<file path="src/rtl/dut_bus_arbiter.sv">
// Round-robin arbiter sharing one registered cmd/adr/data bus between NUM_REQ
// valid/ready requesters, with burst locking of up to MAX_BURST beats per grant.
module dut_bus_arbiter #(
  parameter int           NUM_REQ   = 4,
  parameter int           MAX_BURST = 4,
  parameter logic [3:0]   IDLE_CMD  = 4'h0
) (
  input  logic                       clk,
  input  logic                       rst_n,
  input  logic [NUM_REQ-1:0]         req_valid,
  input  logic [NUM_REQ-1:0]         req_last,
  input  logic [4*NUM_REQ-1:0]       req_cmd,
  input  logic [4*NUM_REQ-1:0]       req_adr,
  input  logic [4*NUM_REQ-1:0]       req_data,
  output logic [NUM_REQ-1:0]         req_ready,
  input  logic                       bus_stall,
  output logic                       bus_valid,
  output logic [3:0]                 bus_cmd,
  output logic [3:0]                 bus_adr,
  output logic [3:0]                 bus_data,
  output logic [$clog2(NUM_REQ)-1:0] grant_id,
  output logic                       busy
);

  localparam int IDW = $clog2(NUM_REQ);
  localparam int CW  = $clog2(MAX_BURST + 1);
  localparam logic [CW-1:0]  MAX_CNT    = CW'(MAX_BURST);
  localparam logic [IDW-1:0] LAST_RESET = IDW'(NUM_REQ - 1);

  typedef enum logic {IDLE, BURST} state_t;

  state_t           state_q, state_d;
  logic [CW-1:0]    beat_cnt_q, beat_cnt_d;
  logic [IDW-1:0]   last_grant_q, last_grant_d;
  logic [IDW-1:0]   owner_q, owner_d;
  logic             bus_valid_q, bus_valid_d;
  logic [3:0]       bus_cmd_q, bus_cmd_d;
  logic [3:0]       bus_adr_q, bus_adr_d;
  logic [3:0]       bus_data_q, bus_data_d;
  logic [IDW-1:0]   grant_id_q, grant_id_d;

  logic             found;
  logic [IDW-1:0]   winner;
  logic [IDW-1:0]   cand;
  logic             accept;
  logic [IDW-1:0]   sel;
  logic [CW-1:0]    cnt_inc;

  // Round-robin scan starting just after the previous winner.
  // NOTE: every signal written in always_comb gets a default first, so no path
  // leaves it unassigned and no latch is inferred.
  always_comb begin
    found  = 1'b0;
    winner = '0;
    cand   = '0;
    for (int k = 1; k <= NUM_REQ; k++) begin
      cand = IDW'((int'(last_grant_q) + k) % NUM_REQ);
      if (!found && req_valid[cand]) begin
        found  = 1'b1;
        winner = cand;
      end
    end
  end

  assign cnt_inc = beat_cnt_q + CW'(1);

  always_comb begin
    state_d      = state_q;
    beat_cnt_d   = beat_cnt_q;
    last_grant_d = last_grant_q;
    owner_d      = owner_q;
    req_ready    = '0;
    accept       = 1'b0;
    sel          = winner;

    unique case (state_q)
      IDLE: begin
        if (found && !bus_stall) begin
          req_ready[winner] = 1'b1;
          accept            = 1'b1;
          last_grant_d      = winner;
          beat_cnt_d        = CW'(1);
          if (!req_last[winner] && MAX_BURST != 1) begin
            state_d = BURST;
            owner_d = winner;
          end
        end
      end
      BURST: begin
        // The lock holds even while the owner is not offering a beat.
        sel                = owner_q;
        req_ready[owner_q] = ~bus_stall;
        if (req_valid[owner_q] && !bus_stall) begin
          accept     = 1'b1;
          beat_cnt_d = cnt_inc;
          if (req_last[owner_q] || cnt_inc == MAX_CNT) begin
            state_d    = IDLE;
            beat_cnt_d = '0;
          end
        end
      end
      default: state_d = IDLE;
    endcase
  end

  always_comb begin
    bus_valid_d = accept;
    bus_cmd_d   = IDLE_CMD;
    bus_adr_d   = '0;
    bus_data_d  = '0;
    grant_id_d  = grant_id_q;
    if (accept) grant_id_d = sel;
    for (int i = 0; i < NUM_REQ; i++) begin
      if (accept && sel == IDW'(i)) begin
        bus_cmd_d  = req_cmd[4*i +: 4];
        bus_adr_d  = req_adr[4*i +: 4];
        bus_data_d = req_data[4*i +: 4];
      end
    end
  end

  // NOTE: sequential state uses non-blocking assignments so every flop samples
  // the pre-edge values, independent of statement order.
  always_ff @(posedge clk or negedge rst_n) begin
    if (!rst_n) begin
      state_q      <= IDLE;
      beat_cnt_q   <= '0;
      last_grant_q <= LAST_RESET;
      owner_q      <= '0;
      bus_valid_q  <= 1'b0;
      bus_cmd_q    <= IDLE_CMD;
      bus_adr_q    <= '0;
      bus_data_q   <= '0;
      grant_id_q   <= '0;
    end else begin
      state_q      <= state_d;
      beat_cnt_q   <= beat_cnt_d;
      last_grant_q <= last_grant_d;
      owner_q      <= owner_d;
      bus_valid_q  <= bus_valid_d;
      bus_cmd_q    <= bus_cmd_d;
      bus_adr_q    <= bus_adr_d;
      bus_data_q   <= bus_data_d;
      grant_id_q   <= grant_id_d;
    end
  end

  assign bus_valid = bus_valid_q;
  assign bus_cmd   = bus_cmd_q;
  assign bus_adr   = bus_adr_q;
  assign bus_data  = bus_data_q;
  assign grant_id  = grant_id_q;
  assign busy      = (state_q == BURST);

endmodule

</file>
<file path="config.mk">
export PLATFORM = sky130hd
export DESIGN_NAME = dut_bus_arbiter
export DESIGN_NICKNAME = d
export VERILOG_FILES = /design/src/rtl/dut_bus_arbiter.sv
export SDC_FILE = /design/constraint.sdc
export NUM_CORES = 1
export LEC_CHECK = 0
export CORE_MARGIN = 10
export CORE_UTILIZATION = 40
export CTS_BUF_LIST = sky130_fd_sc_hd__clkbuf_2 sky130_fd_sc_hd__clkbuf_4 sky130_fd_sc_hd__clkbuf_8
export DETAILED_ROUTE_END_ITERATION = 10
export PLACE_DENSITY = 0.93
export SYNTH_ARGS = -nofsm -noshare
export SYNTH_HDL_FRONTEND = slang
export SYNTH_SLANG_ARGS = --single-unit
</file>
<file path="constraint.sdc">
create_clock -name clk -period 2.3 [get_ports clk]
set_input_delay 0.46 -clock clk [delete_from_list [all_inputs] [get_ports clk]]
set_output_delay 0.46 -clock clk [all_outputs]
set_load 0.01 [all_outputs]
</file>
==> reports/summary.txt <==
Fraction of layout cells with a size suffix above 1: 0.236
Max Root-Sink Buffers: 2
Die Area: 6480 um2
Syn Nets: 196
GP Congestion: 0.955
Clock Latency Late Sink: 260 ps
R2R Path End: bus_data[2]
GRT Util Overall: 0.159
Endpoints failing hold: 0
# clock sinks: 23
Power, Total: 2.85 mW
M1 WL: 1680 um
Highest clock rate: 0.445 GHz
Met3 Wirelength: 407 um
Clock-pin slew on the worst setup and hold paths: 80 ps
Row count: 21
Synth top area share: 0.359
Clk root buf: clkbuf_8
First-pass GRT wire length: 8140 um
Top post-synthesis cells by area: dfrtp_1 36%, mux2i_1 17%, o22ai_1 6.8%
Skew final: 2.58 ps
Final setup fails: 0
Pwr/cell area: 1120 nW/um2
Max IR drop VDD: 563 uV
ANT cells: 0
CP Class: reg2out
Fin. max-slew vios: 0
Top Layer Used: met4
Unrepaired setup endpoints after global routing: true
Post-Syn Area per Cell: 10.8 um2
Via/cell ratio: 5.37
Reg2reg start: last_grant_q[0]
CTS Buf Count: 3
Hold Path Class: reg2reg
P_leak: 1.14 nW
Final nets: 295
Post-synth cell types: 36
CTS HTree Levels: 1
Top Ports: 79
Detailed Place HPWL: 4250 um
Y dimension of the die: 80.5 um
CTS tree: done
Area growth syn-to-layout: 73.7%
Remaining antenna violation count: 0
CP startpoint: last_grant_q[0]
Path depth of the worst reg2reg path: 6
Synth Register Bits: 23
DRC Markers: 0
Drt pass-1 iters: 4
Initial Util: 0.425
Commonest non-fill, non-tap cell in the layout: clkdlybuf4s50_1
Hold_ws: 489 ps
Area leader, netlist: dfrtp_1
Required time worst endpoint: 1840 ps
Initial antenna violation count: 0
Crit path arrival time: 1790 ps
Fin util: 0.739
Initial drt markers: 57
Pin count of the biggest net entering global routing: 24
Max-cap violations: 0
Die Wd: 80.5 um
CP endpoint kind: primary output
Sequential share of the synthesized area: 0.395
Total routed wirelength: 5190 um
Final worst slack: 52.1 ps
Vias: 1,497
Setup WS pre-CTS: -564 ps
R2R Setup Slk: 190 ps
Relative slew slack: 0.680
Vias in the first global route: 1,664
Grt ovf: 0
Synthesized cell area: 1460 um2
Worst Setup Start Kind: register
Avg WL per Cell: 18.6 um
Worst slew pin tran: 480 ps
Minimum clock period: 2250 ps
Core area: 3440 um2
Most frequent cells in the layout: 70 x clkdlybuf4s50_1, 25 x mux2i_1, 21 x dfrtp_1, 19 x buf_4, 14 x o22ai_1
Worst-path fanout max: 4
Outcome: finished, final reports clean
Fin crit share: 0.977
Critical Path End: req_ready[2]
Synth Warn #: 0
I/O Buffers: 78
Post-Synthesis Cells: 135
Met2 Routed Length: 2930 um
## critical path: stages (launching register included)
cell      delay [ps]
dfstp_2          570
nand2b_4         150
a21boi_2          70
or3_4            420
o22ai_1          150
buf_2            160
## Yosys cell counts (all sizes together)
master and n:
o211ai 2, a22oi 1, buf 6, nor4b 1, nand2 9, mux4 2
nand2b 7, ha 2, nor3b 1, a211oi 2, mux2i 26, a32o 1
a211o 2, a21boi 1, and2 1, dfrtp 21, or2 2, nor3 1
a2bb2oi 1, dfstp 2, o22ai 16, inv 5, nor2b 3, o21ai 2
o22a 1, a311oi 1, a21oi 7, nor2 6, or3 1, mux2 2
## cell families (layout without fill, tap and decap cells)
family	Yosys count	count (layout)	synth area share
AO/OA/AOI/OAI	37	37	0.191
adder cells (fa/ha/maj)	2	2	0.0171
flip-flops	23	23	0.395
buffers and inverters	11	109	0.0419
multiplexers	30	30	0.235
AND/OR/NAND/NOR	32	32	0.120
## report_power, final
group | switching (mW) | internal (mW)
clock network | 0.116 | 0.135
logic | 0.810 | 1.04
registers | 0.153 | 0.599
total | 1.08 | 1.77
## cell type report
cell class                      instances  area [um2]
Timing Repair Buffer                  100         950
Multi-Input combinational cell        101         887
Inverter                                5        21.3
Tap cell                               46        57.6
Sequential cell                        23         578
Clock buffer                            4        48.8
Fill cell                             257         900
## layer usage
layer / vias to the layer above / track usage
li1: 705 / -
met1: 710 / 0.151
met2: 64 / 0.306
met3: 18 / 0.0412
met4: 0 / 0.0775
met5: - / 0
## sequential cells by signal (all words and copies together) (netlist names)
signal / flops
beat_cnt_q: 3
bus_adr: 4
bus_cmd: 4
bus_data: 4
bus_valid: 1
busy: 1
grant_id: 2
last_grant_q: 2
owner_q: 2
## through the flow
step                      cell area, um2  cells  TNS [ps]
final                               2540    279         0
after global routing                2540    279         0
after CTS                           2500    279         0
after detailed placement            2430    272     -5560
after global placement              2430    272     -4550
after floorplan                     1460    135         0
## worst min-delay path by stage
stage                startpoint            end  slack, ps  cells after the start
CTS                 grant_id[0]    grant_id[0]        490                      2
global placement    grant_id[0]    grant_id[0]        460                      2
detailed placement  grant_id[0]    grant_id[0]        470                      2
finish              grant_id[0]    grant_id[0]        490                      2
floorplan                 rst_n  beat_cnt_q[0]        160                      0
global route        grant_id[0]    grant_id[0]        510                      2
## timing repair
action	4_1_cts	5_1_grt
setup buffers	3	0
pin swaps	6	1
gates resized for setup	26	9
hold buffers	0	0
endpoints found under the setup margin	5	4
No activity file was read; power rests on OpenSTA's default activity.
